--- src/rtl/digit_serial_adder.sv ---
// Digit-serial two's-complement adder/subtractor.
//
// One D-bit digit of the captured operands is added per clock, LSB digit first,
// so an N-bit operation takes N/D RUN cycles. The result, carry-out and
// overflow flag are published together on the cycle that finishes the last
// digit. They then hold until the next operation completes.
//
// Parameters:
//   N     - operand and sum width in bits
//   D     - digit width in bits per cycle (N must be a positive multiple of D)
//
// Ports:
//   clk   - clock, all state changes on the rising edge
//   rstn  - synchronous active-low reset
//   start - begin an operation (accepted only while idle)
//   sub   - 0 = a + b + cin, 1 = a - b
//   a, b  - operands, sampled only on the start-accept edge
//   cin   - carry-in, add mode only
//   sum   - registered result
//   cout  - registered carry out of the MSB (in subtract mode, 1 = no borrow)
//   ovf   - registered two's-complement overflow flag
//   busy  - high while digits are being processed
//   done  - one-cycle pulse when sum/cout/ovf have been updated
module digit_serial_adder #(
    parameter int unsigned N = 8,
    parameter int unsigned D = 2
) (
    input  logic         clk,
    input  logic         rstn,
    input  logic         start,
    input  logic         sub,
    input  logic [N-1:0] a,
    input  logic [N-1:0] b,
    input  logic         cin,
    output logic [N-1:0] sum,
    output logic         cout,
    output logic         ovf,
    output logic         busy,
    output logic         done
);

    localparam int unsigned NumDigits = N / D;
    localparam int unsigned CntW      = (NumDigits > 1) ? $clog2(NumDigits) : 1;
    localparam logic [CntW-1:0] LastDigit = CntW'(NumDigits - 1);

    typedef enum logic {
        StIdle,
        StRun
    } state_e;

    state_e          state_q, state_d;
    logic [CntW-1:0] cnt_q, cnt_d;
    logic [N-1:0]    a_q, a_d;
    logic [N-1:0]    b_q, b_d;
    logic            carry_q, carry_d;
    logic [N-1:0]    res_q, res_d;
    logic [N-1:0]    sum_q, sum_d;
    logic            cout_q, cout_d;
    logic            ovf_q, ovf_d;
    logic            done_q, done_d;

    // Digit datapath
    int unsigned     lsb;
    logic [D-1:0]    a_dig;
    logic [D-1:0]    b_dig;
    logic [D:0]      dig_sum;
    logic            c_msb_in;

    always_comb begin
        lsb     = 32'(cnt_q) * D;
        a_dig   = a_q[lsb +: D];
        b_dig   = b_q[lsb +: D];
        dig_sum = {1'b0, a_dig} + {1'b0, b_dig} + {{D{1'b0}}, carry_q};
        // The carry into the top bit of a digit is recovered from that bit's
        // sum; on the last digit this is the carry into the operand MSB.
        c_msb_in = dig_sum[D-1] ^ a_dig[D-1] ^ b_dig[D-1];
    end

    // Next-state logic
    always_comb begin
        state_d = state_q;
        cnt_d   = cnt_q;
        a_d     = a_q;
        b_d     = b_q;
        carry_d = carry_q;
        res_d   = res_q;
        sum_d   = sum_q;
        cout_d  = cout_q;
        ovf_d   = ovf_q;
        done_d  = 1'b0;

        case (state_q)
            StIdle: begin
                if (start) begin
                    a_d     = a;
                    // Subtraction is a + ~b + 1.
                    b_d     = sub ? ~b : b;
                    carry_d = sub ? 1'b1 : cin;
                    cnt_d   = '0;
                    state_d = StRun;
                end
            end
            StRun: begin
                res_d[lsb +: D] = dig_sum[D-1:0];
                carry_d         = dig_sum[D];
                if (cnt_q == LastDigit) begin
                    sum_d   = res_d;
                    cout_d  = dig_sum[D];
                    ovf_d   = c_msb_in ^ dig_sum[D];
                    done_d  = 1'b1;
                    cnt_d   = '0;
                    state_d = StIdle;
                end else begin
                    cnt_d = cnt_q + 1'b1;
                end
            end
            default: state_d = StIdle;
        endcase
    end

    always_ff @(posedge clk) begin
        if (!rstn) begin
            state_q <= StIdle;
            cnt_q   <= '0;
            a_q     <= '0;
            b_q     <= '0;
            carry_q <= 1'b0;
            res_q   <= '0;
            sum_q   <= '0;
            cout_q  <= 1'b0;
            ovf_q   <= 1'b0;
            done_q  <= 1'b0;
        end else begin
            state_q <= state_d;
            cnt_q   <= cnt_d;
            a_q     <= a_d;
            b_q     <= b_d;
            carry_q <= carry_d;
            res_q   <= res_d;
            sum_q   <= sum_d;
            cout_q  <= cout_d;
            ovf_q   <= ovf_d;
            done_q  <= done_d;
        end
    end

    assign sum  = sum_q;
    assign cout = cout_q;
    assign ovf  = ovf_q;
    assign busy = (state_q == StRun);
    assign done = done_q;

endmodule

--- config.mk ---
export PLATFORM = sky130hd
export DESIGN_NAME = digit_serial_adder
export DESIGN_NICKNAME = d
export VERILOG_FILES = /design/src/rtl/digit_serial_adder.sv
export SDC_FILE = /design/constraint.sdc
export NUM_CORES = 1
export LEC_CHECK = 0
export ABC_CLOCK_PERIOD_IN_PS = 6500
export BUFFER_PORTS_ARGS = -buffer_cell sky130_fd_sc_hd__buf_2
export CORE_AREA = 2 2 71 73
export CTS_BUF_LIST = sky130_fd_sc_hd__clkbuf_4
export CTS_CLUSTER_SIZE = 12
export DETAILED_ROUTE_END_ITERATION = 12
export DIE_AREA = 0 0 73 75
export GPL_TIMING_DRIVEN = 1
export PLACE_DENSITY = 0.66
export SLEW_MARGIN = 15
export SYNTH_ARGS = -nofsm -noshare
export SYNTH_HDL_FRONTEND = slang
export SYNTH_SLANG_ARGS = --single-unit
--- constraint.sdc ---
create_clock -name clk -period 6.5 [get_ports clk]
set_input_delay 0.325 -clock clk [delete_from_list [all_inputs] [get_ports clk]]
set_output_delay 0.325 -clock clk [all_outputs]
set_load 0.01 [all_outputs]
# Word level (Yosys, flattened, before mapping)
# Cells that the tools add are included.
dict set report word_totals {
  regBits 39
  inputBits 21
  elab_cells 40
}
dict set report op_classes {
  n_addsub 4
  eq_ne 2
  n_shift 4
  muxes 12
  bitwise 5
  reduce_logical 3
}
# cell n
set ops {}
lappend ops {{3-bit negation with 34-bit output} 1}
lappend ops {{2-bit by 34-bit variable shift with 8-bit output, first input constant} 1}
lappend ops {{2-bit by 34-bit indexed part select with 8-bit output} 1}
lappend ops {{8-bit by 4-bit indexed part select with 2-bit output} 2}
lappend ops {{8-bit bitwise mux} 1}
lappend ops {{8-bit 2-to-1 mux} 1}
lappend ops {{8-bit inverter} 1}
lappend ops {{2-bit AND reduction} 3}
lappend ops {{1-bit 2-to-1 mux} 5}
lappend ops {{2-bit 2-to-1 mux} 2}
lappend ops {{1-bit one-hot mux with 2 select lines} 2}
lappend ops {{2-bit one-hot mux with 2 select lines} 1}
lappend ops {{2-bit by 2-bit adder with 3-bit output} 1}
lappend ops {{3-bit by 1-bit adder with 3-bit output} 1}
lappend ops {{1-bit bitwise XOR} 3}
lappend ops {{2-bit by 1-bit adder with 2-bit output, second input constant} 1}
lappend ops {{2-bit equality test, second input constant} 1}
lappend ops {{2-bit != test, second input constant} 1}
lappend ops {{1-bit inverter} 1}

# Logic depth before layout (Yosys ltp)
dict set report depth {
  ltp_word 6
  ltp_mapped 7
}

# Least setup slack after synthesis
# Ideal clock, no wire load.
dict set report synth_path {
  kind {register to register}
  start {register cnt_q[0]}
  end {register res_q[7]}
  arrival_time_ns 2.530
  slack_ns 3.885
  path_stages_with_launch 8
  n_path_buf 1
  synth_period_minus_slack_ns 2.615
  path_cell_list {dfxtp_1 -> buf_6 -> mux4_1 -> fa_1 -> fa_1 -> nor2b_1 -> a31oi_1 -> a211oi_1}
}
dict set report synth_between {
  elab_chain_cells 5
  word_cells_on_any_way 8
}
# item line_no
set synth_rtl {}
lappend synth_rtl {{start: declaration} 52} ;# logic [CntW-1:0] cnt_q, cnt_d;
lappend synth_rtl {{start signal: assignment} 135} ;# cnt_q <= cnt_d;
lappend synth_rtl {{8-bit by 4-bit indexed part select with 2-bit output (on tied branches)} {71, 72}}
lappend synth_rtl {{2-bit by 2-bit adder with 3-bit output} 73} ;# dig_sum = {1'b0, a_dig} + {1'b0, b_dig} + {{D{1'b0}}, carry_q};
lappend synth_rtl {{3-bit by 1-bit adder with 3-bit output} 73}
lappend synth_rtl {{2-bit by 34-bit indexed part select with 8-bit output} 104} ;# res_d[lsb +: D] = dig_sum[D-1:0];
lappend synth_rtl {{8-bit bitwise mux (*)} 104}
lappend synth_rtl {{end signal: assignment} 139} ;# res_q <= res_d;
lappend synth_rtl {{end: declaration} 56} ;# logic [N-1:0] res_q, res_d;
# Every way passes the cells marked *; elsewhere a longest branch is shown, timed or not.
# A chain may end at the register's enable or synchronous reset.

# Worst setup path in the final report
dict set report layout_path {
  start {register cnt_q[0]}
  end {register res_q[1]}
}
# The elaborated chain is that of the path after synthesis.

==> results_dict.tcl <==
set metrics [dict create \
    vias_per_cell 4.97 \
    layout_common_cells "dfxtp_1, buf_2, nor2_1" \
    min_from "a[4]" \
    die_x_um 73 \
    antenna_found_initial 0 \
    outcome "complete, no violations" \
    synth_area_mm2 0.00180 \
    path_common_cell "fa_1" \
    synth.avg_cell_area_um2 9.35 \
    instances_no_fill 275 \
    cts.sinks 39 \
    relSlewSlack_pct 53.2 \
    num-nets-final 249 \
    cp-startpoint "cnt_q[0]" \
    cts_resized 0 \
    wl_um 3430 \
    worstMarginPinSlew_ps 702 \
    wire_per_inst_um 12.5 \
    drv_slew 0 \
    yosys_warnings 0 \
    ios 33 \
    grt_pass1_vias 1256 \
    drc 0 \
    cp_slowest_cell "dfxtp_1" \
    htree_levels 2 \
    required_ps 6760 \
    clockRootBuffer "clkbuf_4" \
    fin_area_mm2 0.00206 \
    cts_tree "built" \
    drv_cap 0 \
    hold_viol 0 \
    yosys_register_bits 39 \
    hold_path.class "input port to flip-flop" \
    area_delta_synth_final_pct 14.0 \
    cts_buffer_depth 2 \
    grt_first_pass_wirelength_um 5810 \
    synth_compound_area_share_pct 17.7 \
    final_util_pct 44.1 \
    core_mm2 0.00466 \
    placed_area_mm2 0.00198 \
    synthAdderAreaFrac_pct 6.38 \
    crit_path_end_kind "flip-flop" \
    ys_types 29 \
    syn-instance-count 193 \
    worst-path-max-fanout 13 \
    worst_path_largest_cell_delay_ps 650 \
    finalCritPeriodShare_pct 45.6 \
    holdBufCountCts 0 \
    cp-start-kind "flip-flop" \
    drive_gt1_share_pct 19.9 \
    path_clk_slew_ps 110 \
    leakagePower_nw 0.830 \
    dr.pass1.iters 5 \
    ir_worst_vdd_mv 0.101 \
    crit_buf_inv 0 \
    rows 25 \
    syn_nets 222 \
    path_delay_family "adder cells" \
    synth_xor_area_share_pct 5.62 \
    port_buffers 32 \
    synth_top_family_by_area "compound AO/OA/AOI/OAI gates" \
    placedCellCount 267 \
    drt_iter0_markers 61 \
    synth_simple_gate_area_share_pct 16.8 \
    die_h_um 75 \
    crit_chain "mux4_1, fa_1, fa_1, nor2b_1, a31oi_1, a211oi_1" \
    total_power_mw 0.502 \
    gp_congestion 0.764 \
    final_common_cell "dfxtp_1" \
    setup_viol 0 \
    vias 1368 \
    clk_latency_ps 340 \
    worst_clock_skew_ps 7.87 \
    start_util_pct 38.7 \
    ys_seq_area_share_pct 43.3 \
    path_class "flip-flop to flip-flop" \
    post_cts_buffers 0 \
    grt_max_degree 38 \
    grt-ovfl-total 0 \
    r2r-start "cnt_q[0]" \
    crit_arrival_ps 3230 \
    max_freq_mhz 337 \
    n_antenna_cell 0 \
    setup-tns-final_ps 0 \
    rsz0062_at_grt "no" \
    cts-buffers-inserted 5 \
    powerDensity_mw_per_mm2 244 \
    die_area_mm2 0.00548 \
    dp_hpwl_um 2410 \
    layout_min_cycle_time_ps 2970 \
    ant_nets 0 \
    synth_mux_area_share_pct 5.96 \
    grt_use_total_pct 13.9 \
]
cells in the mapped netlist (all sizes together):
cell type,n,area [um2]
dfxtp,39,781
nor2,31,116
a211oi,24,180
nand2,17,63.8
a21oi,13,65.1
nor2b,12,75.1
xnor2,8,70.1
buf,7,40.0
clkbuf,7,26.3
ha,6,75.1
a31oi,4,25.0
a41oi,4,35.0
mux4,4,97.6
inv,3,11.3
fa,2,40.0
nand2b,2,12.5
nor3b,2,15.0
a211o,1,8.76
and2,1,6.26
and2b,1,7.51
and3,1,6.26
mux2i,1,10.0
o21ai,1,5.00
xnor3,1,22.5
xor2,1,8.76
final timing paths:
check / to / slack [ps] / cells after the start
setup / recovery: res_q[1] / 3530 / 6
hold / removal: a_q[4] / 210 / 3
setup reg to reg: res_q[1] / 3530 / 6
hold reg to reg: a_q[7] / 460 / 2
area by class of cell:
| type | instances | area, um2 |
|---|---|---|
| multi-input cells | 137 | 946 |
| inverters | 3 | 11.3 |
| clock buffers | 5 | 37.5 |
| well taps | 54 | 67.6 |
| repair buffers | 34 | 175 |
| fillers | 469 | 2600 |
| clock inverters | 3 | 38.8 |
| flip-flops and latches | 39 | 781 |
logic make-up (layout without fill, tap and decap cells):
group	after synthesis	after routing
flops	39	39
buf+inv	17	45
compound gates	47	47
xor+xnor	10	10
fa+ha+maj	8	8
simple gates	67	67
mux	5	5
layer usage:
layer / share of wire [%] / track usage [%]
met2: 46 / 21.2
met3: 3.7 / 3.61
met5: 0 / 0
met1: 50 / 18.4
met4: 1.1 / 6.38
metrics by stage:
stage / worst slack, ps / hold slack [ps]
final: 3530 / 210
after floorplan: 3880 / 432
after global routing: 3340 / 203
after global placement: 3610 / 445
after CTS: 3490 / 198
after detailed placement: 3500 / 449
worst reg2reg max path: cells and delay by family (launching register included):
family / cells / cell delay [ps]
flops: 1 / 650
compound gates: 2 / 360
fa+ha+maj: 2 / 1030
mux: 1 / 650
simple gates: 1 / 200
state kept, by name, summed over array words and instances (netlist names):
| signal | count |
|---|---|
| a_q | 8 |
| b_q | 8 |
| res_q | 8 |
| sum | 8 |
| cnt_q | 2 |
| busy | 1 |
| carry_q | 1 |
| cout | 1 |
| done | 1 |
| ovf | 1 |
where the power goes:
part / total, mW / switching (mW) / internal, mW / leakage [nW]
registers: 0.261 / 0.00873 / 0.253 / 0.319
clock network: 0.158 / 0.0788 / 0.0791 / 0.0426
logic: 0.0824 / 0.0431 / 0.0393 / 0.468
total: 0.502 / 0.131 / 0.371 / 0.830
(Power assumes the default switching activity.)
